**config.mk**
```make
export PLATFORM = sky130hd
export DESIGN_NAME = pixel_color_arbiter
export DESIGN_NICKNAME = d
export VERILOG_FILES = /design/src/rtl/pixel_color_arbiter_pkg.sv /design/src/rtl/pixel_color_arbiter_pixel_priority_encoder.sv /design/src/rtl/pixel_color_arbiter.sv
export SDC_FILE = /design/constraint.sdc
export NUM_CORES = 1
export LEC_CHECK = 0
export ABC_CLOCK_PERIOD_IN_PS = 3600
export CORE_ASPECT_RATIO = 1.4
export CORE_MARGIN = 10
export CORE_UTILIZATION = 30
export DETAILED_ROUTE_END_ITERATION = 8
export GPL_ROUTABILITY_DRIVEN = 0
export PLACE_DENSITY = 0.58
export SETUP_SLACK_MARGIN = 0.1
export SYNTH_ARGS = -nofsm -noshare
export SYNTH_HDL_FRONTEND = slang
export SYNTH_SLANG_ARGS = --single-unit
```
**constraint.sdc**
```tcl
create_clock -name i_clock -period 3.6 [get_ports i_clock]
set_clock_uncertainty 0.1 [all_clocks]
set_input_delay 0.72 -clock i_clock [delete_from_list [all_inputs] [get_ports i_clock]]
set_output_delay 0.72 -clock i_clock [all_outputs]
set_load 0.05 [all_outputs]
```
**src/rtl/pixel_color_arbiter_pkg.sv**
```systemverilog
// pixel_color_arbiter_pkg: shared mode encodings and colour width for the pong compositor
package pixel_color_arbiter_pkg;
  localparam int DEF_COLOR_W = 3;
  typedef enum logic [1:0] {
    MODE_NORMAL = 2'b00,
    MODE_FLASH  = 2'b01,
    MODE_PAUSE  = 2'b10
  } mode_t;
endpackage

```
**src/rtl/pixel_color_arbiter_pixel_priority_encoder.sv**
```systemverilog
// pixel_priority_encoder: lowest-index request wins, one-hot grant plus valid
module pixel_priority_encoder #(
  parameter int N = 4
) (
  input  logic [N-1:0] i_req,
  output logic [N-1:0] o_grant,
  output logic         o_valid
);
  // isolating the lowest set bit gives the highest-priority requester directly
  assign o_grant = i_req & (~i_req + N'(1));
  assign o_valid = |i_req;
endmodule

```
**src/rtl/pixel_color_arbiter.sv**
```systemverilog
// pixel_color_arbiter: fixed-priority pixel compositor with per-frame NORMAL/FLASH/PAUSE mode
import pixel_color_arbiter_pkg::*;
module pixel_color_arbiter #(
  parameter int NUM_LAYERS   = 4,
  parameter int COLOR_W      = DEF_COLOR_W,
  parameter int FLASH_FRAMES = 30
) (
  input  logic                          i_clock,
  input  logic                          i_reset_n,
  input  logic                          i_pixel_refresh,
  input  logic                          i_video_on,
  input  logic                          i_frame_start,
  input  logic [NUM_LAYERS-1:0]         i_layer_req,
  input  logic [NUM_LAYERS*COLOR_W-1:0] i_layer_color,
  input  logic [COLOR_W-1:0]            i_bg_color,
  input  logic                          i_goal,
  input  logic                          i_pause_toggle,
  output logic [COLOR_W-1:0]            o_color,
  output logic [NUM_LAYERS-1:0]         o_layer_grant,
  output logic [1:0]                    o_mode,
  output logic                          o_busy
);
  localparam logic [7:0] FLASH_CNT = 8'(FLASH_FRAMES);
  mode_t                   r_mode, r_frame_mode, w_mode_nxt;
  logic [7:0]              r_flash_cnt, w_cnt_nxt;
  logic [COLOR_W-1:0]      r_color, w_sel, w_base, w_color;
  logic [NUM_LAYERS-1:0]   r_grant, w_elig, w_grant;
  logic                    w_valid;
  always_comb begin
    w_mode_nxt = r_mode;
    w_cnt_nxt  = r_flash_cnt;
    case (r_mode)
      MODE_NORMAL:
        if (i_goal) begin
          w_mode_nxt = MODE_FLASH;
          w_cnt_nxt  = FLASH_CNT;
        end else if (i_pause_toggle) w_mode_nxt = MODE_PAUSE;
      MODE_FLASH:
        if (i_goal) w_cnt_nxt = FLASH_CNT;
        else if (i_frame_start) begin
          w_mode_nxt = (r_flash_cnt <= 8'd1) ? MODE_NORMAL : MODE_FLASH;
          w_cnt_nxt  = (r_flash_cnt <= 8'd1) ? 8'd0 : r_flash_cnt - 8'd1;
        end
      MODE_PAUSE:
        if (i_pause_toggle) w_mode_nxt = MODE_NORMAL;
      default: w_mode_nxt = MODE_NORMAL;
    endcase
  end
  // masking follows the mode latched at frame start so a frame never tears
  assign w_elig = (r_frame_mode == MODE_PAUSE) ? {{(NUM_LAYERS-1){1'b0}}, i_layer_req[0]} : i_layer_req;
  pixel_priority_encoder #(.N(NUM_LAYERS)) u_prio (
    .i_req   (w_elig),
    .o_grant (w_grant),
    .o_valid (w_valid)
  );
  always_comb begin
    w_sel = '0;
    for (int k = 0; k < NUM_LAYERS; k++)
      w_sel = w_sel | (w_grant[k] ? i_layer_color[k*COLOR_W +: COLOR_W] : '0);
  end
  assign w_base  = w_valid ? w_sel : i_bg_color;
  assign w_color = (r_frame_mode == MODE_FLASH && r_flash_cnt[2]) ? ~w_base : w_base;
  always_ff @(posedge i_clock or negedge i_reset_n) begin
    if (!i_reset_n) begin
      r_mode       <= MODE_NORMAL;
      r_frame_mode <= MODE_NORMAL;
      r_flash_cnt  <= '0;
      r_color      <= '0;
      r_grant      <= '0;
    end else begin
      r_mode      <= w_mode_nxt;
      r_flash_cnt <= w_cnt_nxt;
      if (i_frame_start) r_frame_mode <= r_mode;
      if (i_pixel_refresh) begin
        r_color <= i_video_on ? w_color : '0;
        r_grant <= i_video_on ? w_grant : '0;
      end
    end
  end
  assign o_color       = r_color;
  assign o_layer_grant = r_grant;
  assign o_mode        = r_mode;
  assign o_busy        = (r_mode == MODE_FLASH);
endmodule

```
## Word level (Yosys, flattened, before mapping)

Index checks and enable logic that the tools add are counted.

| word-level totals | value |
|---|---|
| register bits | 19 |
| logic and storage cells | 51 |

| cells by class | value |
|---|---|
| add/subtract/negate cells | 2 |
| $lt $le $gt $ge | 1 |
| equal/unequal tests | 10 |
| multiplexer cells | 21 |
| bitwise logic cells | 6 |
| reduce and logical (&&, ||, !) cells | 6 |

Operators with widths:

| cell | count |
|---|---|
| $mux W8 | 4 |
| $mux W3 | 7 |
| $pmux W8 S2 | 1 |
| $mux W2 | 5 |
| $or A3 B3 Y3 | 3 |
| $le A8 B1 Y1 const B | 1 |
| $mux W4 | 2 |
| $ne A2 B2 Y1 const B | 4 |
| $sub A8 B1 Y8 const B | 1 |
| $ne A3 B3 Y1 const B | 2 |
| $pmux W2 S3 | 1 |
| $add A4 B1 Y4 const B | 1 |
| $and A4 B4 Y4 | 1 |
| $eq A2 B1 Y1 const B | 2 |
| $eq A2 B2 Y1 const B | 2 |
| $not A4 Y4 | 1 |
| $reduce_and A4 Y1 | 1 |
| $reduce_or A4 Y1 | 1 |
| $not A3 Y3 | 1 |
| $reduce_and A3 Y1 | 1 |
| $logic_not A2 Y1 | 1 |
| $reduce_bool A2 Y1 | 1 |
| $logic_and A1 B1 Y1 | 1 |
| $mux W1 | 1 |

## Logic depth before layout (Yosys ltp)

| logic depth | value |
|---|---|
| depth after elaboration | 13 |
| mapped depth | 7 |
| depth with buffers taken out | 7 |

## Cells and area by module

A second synthesis with hierarchy kept.

| second synthesis, totals | value |
|---|---|
| cell total of the unflattened synthesis | 118 |
| area, all modules | 1122.3 um2 |

By module, submodules not included:

| module | times used | cells each | area each (um2) | sequential area each (um2) |
|---|---|---|---|---|
| pixel_color_arbiter | 1 | 113 | 1082.3 | 475.5 |
| pixel_priority_encoder | 1 | 5 | 40.0 | 0.0 |

## Least setup slack after synthesis

No wires, ideal clock.

| timing | value |
|---|---|
| path type | register to output |
| start | register r_mode[0], in the netlist o_mode[0] |
| end | output port o_busy |
| data arrival time | 1.508 ns |
| required time | 2.780 ns |
| setup slack | 1.272 ns |
| cell stages (with the launch flop) | 2 |
| cells stage by stage | dfrtp_1 nor2b_1 |

| on the way | value |
|---|---|
| word-level cells in the longest chain between the ends | 1 |

RTL lines:

| what | line | source |
|---|---|---|
| start: declaration | pixel_color_arbiter.sv:24 | `mode_t r_mode, r_frame_mode, w_mode_nxt;` |
| start signal: assignment | pixel_color_arbiter.sv:71 | `r_mode <= w_mode_nxt;` |
| $eq A2 B1 Y1 | pixel_color_arbiter.sv:83 | `assign o_busy = (r_mode == MODE_FLASH);` |
| end: declaration | pixel_color_arbiter.sv:21 | `output logic o_busy` |

No other way between the ends.

## Worst setup path in the final report

| timing | value |
|---|---|
| start | register r_mode[1], in the netlist o_mode[1] |
| end | output port o_busy |

The elaborated chain is that of the path after synthesis.

==> impl_metrics.csv <==
group,metric,value,unit
min_path,hold_end,"o_layer_grant[2]",
power,p_comb_share,26.0,%
power,power.density,306,nW/µm²
finish,multi_input_area,673,µm²
routing,viasPerCell,5.06,
global_route,grt_use_total,9.13,%
placed_design,hpwl,2520,µm
worst_setup_path,reg2reg_slack,1850,ps
sta,totalNegativeSetupSlack,0,ps
clock_tree,clockBufferDepth,2,
sta,finalHoldViolCount,0,
power,leakage,0.660,nW
run_status,status,"finished clean",
worst_setup_path,worst_setup_path_end_kind,"output port",
worst_setup_path,regToRegEndpoint,"r_flash_cnt[5]",
sta,min_period,2610,ps
worst_setup_path,arrival,1790,ps
clock_tree,cts_tree,"yes",
worst_setup_path,crit_chain,"nor2b_1 > clkdlybuf4s50_1",
floorplanning,fp-row-count,27,
clock_tree,htreeDepth,1,
sta,finalSetupViolations,0,
global_route,antenna_found_initial,0,
worst_setup_path,slowest_stage,"clkdlybuf4s50_1",
routing,wl_per_cell,14.6,µm
logic_synthesis,ys_warn_count,0,
job,cap_violations,0,
sta,timing.final.max_slew_violations,0,
finish,layout-drive-gt1-share,8.93,%
finish,seqCellArea,475,µm²
worst_setup_path,critPathKind,"reg -> out",
logic_synthesis,synth.avg_cell_area,9.10,µm²
routing,drc,0,
finish,layout_common_cells,"clkdlybuf4s50_1, dfrtp_1, nor2_1",
finish,finalInstanceArea,1640,µm²
routing,route.vias.total,1068,
clock_tree,hold_buffers,0,
floorplanning,die_w,73.7,µm
global_route,grt_pass1_wl,5310,µm
power,p_clk_share,28.2,%
sta,rsz0062_at_grt,"false",
clock_tree,cts_root_buffer,"clkbuf_8",
finish,nets,197,
clock_tree,ctsResizeCount,0,
finish,area_growth,35.5,%
clock_tree,clk_pin_slew,60,ps
routing,antenna_left,0,
placed_design,numPortBuffers,35,
clock_tree,cts.sinks,19,
min_path,hold_depth,1,
floorplanning,core,3920,µm²
sta,fmax,0.383,GHz
global_route,grt_pass1_vias,1166,
logic_synthesis,synth_fp_nets,161,
logic_synthesis,synth_area,1210,µm²
worst_setup_path,reg2reg_from,"r_flash_cnt[2]",
logic_synthesis,ys_seq_area_share,39.3,%
routing,drt_iter0_markers,33,
global_route,grt_overflow,0,
logic_synthesis,ys_ff_latch,19,
sta,min_period_over_period,72.5,%
routing,drt_pre_antenna_iters,4,
logic_synthesis,synthCells,133,
finish,layout_commonest_cell,"clkdlybuf4s50_1",
clock_tree,worstSkewPairLatency,250,ps
power,pwr-share-seq,45.9,%
clock_tree,post_cts_buffers,0,
worst_setup_path,start_kind,"register",
finish,nFillCells,423,
sta,worst_pin_slew,843,ps
finish,antenna_cells,0,
worst_setup_path,slowest_delay,830,ps
worst_setup_path,path_max_fanout,13,
min_path,min_path_type,"reg -> reg",
clock_tree,cts_inserted_buffers,3,
power,ir_worst_vdd,0.165,mV
routing,routed_wl,3090,µm
floorplanning,initial_core_util,30.9,%
floorplanning,ios,36,
floorplanning,dieArea,7010,µm²
global_route,grt_max_degree,20,
min_path,worstHoldStart,"o_layer_grant[2]",
power,p_sw_share,27.8,%
logic_synthesis,yosysUniqueCellTypes,38,
placed_design,dpl_cell_area,1590,µm²
worst_setup_path,rr_worst_depth,5,
power,power.switching,0.140,mW
sta,slew-limit-headroom,43.6,%
power,p_int,0.363,mW
floorplanning,die_h,95.1,µm
worst_setup_path,critPathRequiredTime,2780,ps
[power groups by stage]
| stage | Combinational [mW] | Sequential (mW) | Clock, mW |
|---|---|---|---|
| after global placement | 0.131 | 0.234 | 0 |
| final | 0.131 | 0.230 | 0.141 |
| after detailed placement | 0.132 | 0.235 | 0 |
| after floorplan | 0.0494 | 0.258 | 0 |
| after global routing | 0.143 | 0.232 | 0.155 |
| after CTS | 0.133 | 0.231 | 0.148 |
[flip-flops by register name (all words and copies together) (netlist names)]
register       flops
o_color            3
o_layer_grant      4
o_mode             2
r_flash_cnt        8
r_frame_mode       2
[cells in the mapped netlist (all sizes together)]
| cell type | n | area [µm²] |
|---|---|---|
| ha | 2 | 25.0 |
| nand2 | 8 | 30.0 |
| nor4b | 2 | 17.5 |
| nor2b | 6 | 45.0 |
| o22ai | 2 | 12.5 |
| mux2 | 3 | 33.8 |
| o22a | 1 | 8.76 |
| a21oi | 5 | 25.0 |
| clkbuf | 2 | 7.51 |
| o41ai | 2 | 32.5 |
| nand3 | 5 | 25.0 |
| buf | 2 | 12.5 |
| nor3b | 1 | 7.51 |
| nor4bb | 1 | 10.0 |
| a21o | 1 | 7.51 |
| nand3b | 2 | 15.0 |
| xor2 | 3 | 26.3 |
| inv | 11 | 41.3 |
| o21ba | 1 | 16.3 |
| o21ai | 11 | 55.1 |
| nand2b | 6 | 37.5 |
| a221o | 1 | 10.0 |
| o211ai | 1 | 7.51 |
| a32o | 2 | 20.0 |
| mux2i | 4 | 40.0 |
| dfrtp | 19 | 475 |
| or2 | 1 | 6.26 |
| nor3 | 5 | 51.3 |
| a211oi | 1 | 7.51 |
| nor2 | 18 | 67.6 |
| o31a | 1 | 8.76 |
| or3 | 3 | 23.8 |
[final cells by class]
cell class | instances | share of cell area, %
clock buffers | 4 | 2.75
inverters | 11 | 2.52
multi-input cells | 99 | 41.1
flip-flops and latches | 19 | 29.0
well taps | 43 | 3.28
repair buffers | 35 | 21.4
[through the flow]
| step | worst slack (ps) | hold WS, ps | instances | power, mW | utilization (%) |
|---|---|---|---|---|---|
| floorplan | 1270 | 324 | 133 | 0.307 | - |
| global placement | 1040 | 401 | 207 | 0.366 | 40.7 |
| detailed placement | 984 | 407 | 207 | 0.367 | 40.7 |
| CTS | 962 | 422 | 211 | 0.511 | 41.8 |
| global route | 856 | 441 | 211 | 0.530 | 41.8 |
| finish | 989 | 414 | 211 | 0.502 | 41.8 |
[worst max path at each step]
stage	cells past startpoint	end	slack, ps	from
final	2	o_busy	990	o_mode[1]
after global routing	2	o_busy	860	o_mode[1]
after CTS	2	o_busy	960	o_mode[1]
after detailed placement	6	o_color[1]	980	i_layer_req[0]
after global placement	6	o_color[0]	1040	i_layer_req[0]
after floorplan	1	o_busy	1270	o_mode[0]
[worst max-delay path: cells and delay by family (launching register included)]
family                 cells  cell delay [ps]
flip-flops                 1              520
buffers and inverters      1              830
AND/OR/NAND/NOR            1              190
[logic make-up after synthesis]
| kind of cell | synth area share (%) |
|---|---|
| xor+xnor | 2.17 |
| mux | 6.10 |
| fa+ha+maj | 2.07 |
| buf+inv | 5.07 |
| compound gates | 17.5 |
| flops | 39.3 |
| simple gates | 27.8 |
[per-layer routing]
metal / wire, µm / GRT usage (%) / part of all wire [%]
met1: 1370 / 10.5 / 44
met2: 1450 / 15.5 / 47
met3: 234 / 3.01 / 7.6
met4: 33 / 2.80 / 1.1
met5: 0 / 0 / 0
Note: power is estimated with default switching activity, not from simulation.
==> edit 1 (config.mk and constraints unchanged) <==
Reset style: synchronous (`i_reset_n`), changed in one clocked block.
--- a/src/rtl/pixel_color_arbiter.sv
+++ b/src/rtl/pixel_color_arbiter.sv
@@ -61,5 +61,5 @@
   assign w_base  = w_valid ? w_sel : i_bg_color;
   assign w_color = (r_frame_mode == MODE_FLASH && r_flash_cnt[2]) ? ~w_base : w_base;
-  always_ff @(posedge i_clock or negedge i_reset_n) begin
+  always_ff @(posedge i_clock) begin
     if (!i_reset_n) begin
       r_mode       <= MODE_NORMAL;
Function: differs if i_reset_n is asserted again (counterexample within 4 cycles, from zero or initial values and one cycle with i_reset_n low); with i_reset_n held inactive, the same outputs for 10 cycles.
==> edit 1 against the original RTL <==
  * Sequential cell count is the same
  * Largest cell class unchanged
  * Area after synthesis is 8.6% lower
  * Clock power increased by 4%
  * Sequential power grew 5%
  * Critical path depth unchanged
  * Setup slack improved by 0.086 ns
  * Cell count fell by 3.3%
  * Maximum frequency grew 3.4%
  * Combinational power up 21%
  * Power up 9.0%
  * First-iteration DRC count grew 94%
  * Final area fell by 6.1%
  * Routed wire length is 0.36% higher
==> edit 1: results (changes against the original RTL) <==
- The power density over the cells came to 356 mW/mm^2 (+16%).
- The start of the worst register-to-register path is r_flash_cnt[3].
- The number of filler cells placed in the layout is 388 (-8.3%).
- The net count of the finished layout is 191 (-3.0%).
- The worst hold path depth is 2 (+1).
- The worst hold slack across all endpoints is 0.378 ns (-0.0368 ns).
- The XOR/XNOR share of the synthesized area is 3.17% (+1.0 points).
- The pin count of the biggest net entering global routing is 19 (-5.0%).
- The endpoint of the worst hold-timing path is o_layer_grant[0].
- The arrival time of the worst setup path is 1.71 ns (-0.08 ns).
- CTS placed an instance of sky130_fd_sc_hd__clkbuf_8 at the clock tree root.
- The fraction of synthesis flops using an asynchronous set or reset pin came to 0% (-100 points).
- The proportion of layout cells with a drive suffix above 1 is 4.32% (-4.6 points).
- The violation count after the first detailed-route iteration came to 64 (+94%).
- The synthesized net count is 155 (-3.7%).
- The sequential share of the synthesized area is 34.4% (-4.9 points).
- The routed wire length came to 3100 um (+0.36%).
- Ranked by instance count, the synthesized netlist is headed by sky130_fd_sc_hd__dfxtp_1 (19), sky130_fd_sc_hd__nor2b_1 (15), sky130_fd_sc_hd__nor2_1 (13).
- The first-pass GRT wire length is 5090 um (-4.2%).
- The multiplexer share of the synthesized area is 4.52% (-1.6 points).
- The post-placement worst setup slack is 0.936 ns (-0.0477 ns).
- The number of placed instances with taps included was 200 (-3.4%).
- The synthesized netlist cell count came to 127 (-4.5%).
- The compound-cell area share of the yosys netlist is 23.0% (+5.5 points).
- In this run the critical register-to-register path is captured at r_flash_cnt[7].
- The net load switching power was 0.165 mW (+18%).
- The transition time of the tightest slew-check pin is 0.605 ns (-0.238 ns).
- The maximum fanout encountered on the critical timing path is 6 (-7).
- The routed via count came to 1062 (-0.56%).
- The timing-limited maximum frequency is 396 MHz (+3.4%).
- The power of the sequential group was 0.241 mW (+5%).
- The main flop type after synthesis is sky130_fd_sc_hd__dfxtp_1.
- The global-route usage over all layers came to 9.34% (+0.20 points).
- The worst voltage drop across the vdd grid was 0.000212 V (+28%).
- The worst-case register-to-register setup slack was 1.73 ns (-0.12 ns).
- The total half-perimeter wirelength after legalization and detailed placement is 2460 um (-2.4%).
- In this run the most critical hold path is launched from o_layer_grant[0].
- The flow ran to the end, and the final reports show no timing, DRC or antenna violations.
- The number of gates resized after cts is 0 (unchanged).
- The power of the combinational group is 0.159 mW (+21%).
- The number of library cell types mapped by synthesis came to 35 (-7.9%).
edit 1: changes by cell type in the layout (fill, tap and decap cells not counted), sizes merged, moves of 5 or more:
cell / unedited run / this run
dfrtp: 19 / 0
dfxtp: 0 / 19
nor2b: 6 / 15
inv: 11 / 3
o21ai: 11 / 4
nor2: 18 / 13
edit 1: final cells by class:
class                           count  area, sq um  share of cell area [%]
Multi-Input combinational cell    101          699                    45.4
Sequential cell                    19          380                    24.7
Timing Repair Buffer               35          350                    22.8
Tap cell                           42         52.6                    3.41
Clock buffer                        4         45.0                    2.93
Inverter                            3         11.3                   0.732
edit 1: layer usage:
layer | GRT usage [%] | part of all wire (%) | wire length, um
met3 | 2.27 | 4.5 | 138
met5 | 0 | 0 | 0
met4 | 3.88 | 1.5 | 47
met2 | 15.9 | 47 | 1470
met1 | 10.7 | 47 | 1440
==> edit 2 (same flow settings) <==
Made on the original files. Change the package constant `DEF_COLOR_W` from 3 to 5.
--- a/src/rtl/pixel_color_arbiter_pkg.sv
+++ b/src/rtl/pixel_color_arbiter_pkg.sv
@@ -1,5 +1,5 @@
 // pixel_color_arbiter_pkg: shared mode encodings and colour width for the pong compositor
 package pixel_color_arbiter_pkg;
-  localparam int DEF_COLOR_W = 3;
+  localparam int DEF_COLOR_W = 5;
   typedef enum logic [1:0] {
     MODE_NORMAL = 2'b00,
Ports: changed (resized i_bg_color, i_layer_color and o_color); port bits go from 36 to 48. The function was not compared with the original's and may differ.
==> edit 2 against the original RTL <==
  * Sequential cell count rose by 2
  * Area after synthesis is 22% higher
  * Cell count rose by 28%
  * Power is 19% higher
  * Highest routed layer unchanged
  * Core utilization increased by 0.36 points
  * Setup slack got worse by 0.055 ns
  * Final area grew 24%
  * Routed wire length is 47% higher
  * Critical endpoint unchanged
  * Die area up 16%
==> edit 2: results (changes against the original RTL) <==
- The sequential share of power is 43.8% (-2.1 points).
- The proportion of layout cells with a drive suffix above 1 is 5.34% (-3.6 points).
- The start of the worst register-to-register path is r_frame_mode[0].
- The transition time of the tightest slew-check pin came to 0.995 ns (+0.153 ns).
- The routed via count was 1429 (+34%).
- The number of I/O port buffers was 47 (+34%).
- The commonest cells after synthesis are sky130_fd_sc_hd__dfrtp_1 (21), sky130_fd_sc_hd__a21oi_1 (12), sky130_fd_sc_hd__nand2_1 (10), sky130_fd_sc_hd__nor2_1 (10), sky130_fd_sc_hd__nor3b_1 (7).
- The switching portion of total power came to 31.0% (+3.2 points).
- The worst hold path terminates at o_layer_grant[3].
- The violation count after the first detailed-route iteration is 46 (+39%).
- The post-placement worst setup slack is 0.820 ns (-0.164 ns).
- The compound-cell area share of the yosys netlist came to 23.2% (+5.8 points).
- The worst hold path depth is 2 (+1).
- The total half-perimeter wirelength after legalization and detailed placement is 3670 um (+46%).
- The XOR/XNOR share of the synthesized area is 1.19% (-0.98 points).
- The worst setup margin is 0.934 ns (-0.0546 ns).
- The cell depth of the worst flop-to-flop path is 4 (-1).
- The synthesized net count is 201 (+25%).
- The number of placed instances with taps included was 266 (+29%).
- The leakage power of the design is 0.820 nW (+24%).
- The worst voltage drop across the vdd grid is 0.000134 V (-19%).
- The run finished with clean final reports.
- The first-pass GRT wire length is 7450 um (+40%).
- The mean area per synthesized cell is 9.05 sq um (-0.52%).
- The number of library cell types mapped by synthesis was 48 (+26%).
- The launch instance of the worst min-delay path is o_layer_grant[3].
- The number of global-route vias before repair is 1490 (+28%).
- The pin count of the biggest net entering global routing came to 22 (+10%).
- The fraction of synthesis flops using an asynchronous set or reset pin is 100% (unchanged).
- The capture point of the worst reg-to-reg path is o_color[0].
- The detailed-route vias per instance was 5.29 (+4.6%).
- The sequential share of the synthesized area is 35.6% (-3.7 points).
- The worst-case register-to-register setup slack came to 1.76 ns (-0.09 ns).
- The synthesized-area fraction occupied by adder cells came to 1.70% (-0.37 points).
- The clock transition at the register clock pins on the worst setup and hold paths after CTS is 0.07 ns.
- The worst hold slack across all endpoints was 0.383 ns (-0.0316 ns).
- The net count of the finished layout is 245 (+24%).
- By area the synthesized netlist is led by sky130_fd_sc_hd__dfrtp_1 (36%), sky130_fd_sc_hd__a21oi_1 (4.1%), sky130_fd_sc_hd__nor3b_1 (3.6%).
- The power of the sequential group is 0.261 mW (+13%).
-- edit 2: logic make-up after synthesis --
| family | count (synthesis) |
|---|---|
| flops | 21 |
| xor+xnor | 2 |
| compound gates | 45 |
| buf+inv | 16 |
| simple gates | 74 |
| fa+ha+maj | 2 |
| mux | 3 |
-- edit 2: critical path, stage by stage, from the launching register on --
cell and delay [ns]:
sky130_fd_sc_hd__dfrtp_1 0.47, sky130_fd_sc_hd__nand2b_1 0.24, sky130_fd_sc_hd__inv_2 0.08, sky130_fd_sc_hd__clkdlybuf4s50_1 0.80
-- edit 2: per-layer routing --
layer / GRT usage (%) / share of wire (%) / vias up
met4: 4.29 / 1.7 / 0
met1: 12.2 / 42 / 683
met5: 0 / 0 / -
li1: - / - / 700
met3: 2.88 / 4.9 / 7
met2: 21.1 / 51 / 39
-- edit 2: area by class of cell --
type                    instances  area (sq um)
fillers                       527          2780
flip-flops and latches         21           526
inverters                       8          30.0
clock buffers                   4          45.0
multi-input cells             126           876
well taps                      64          80.1
repair buffers                 47           470
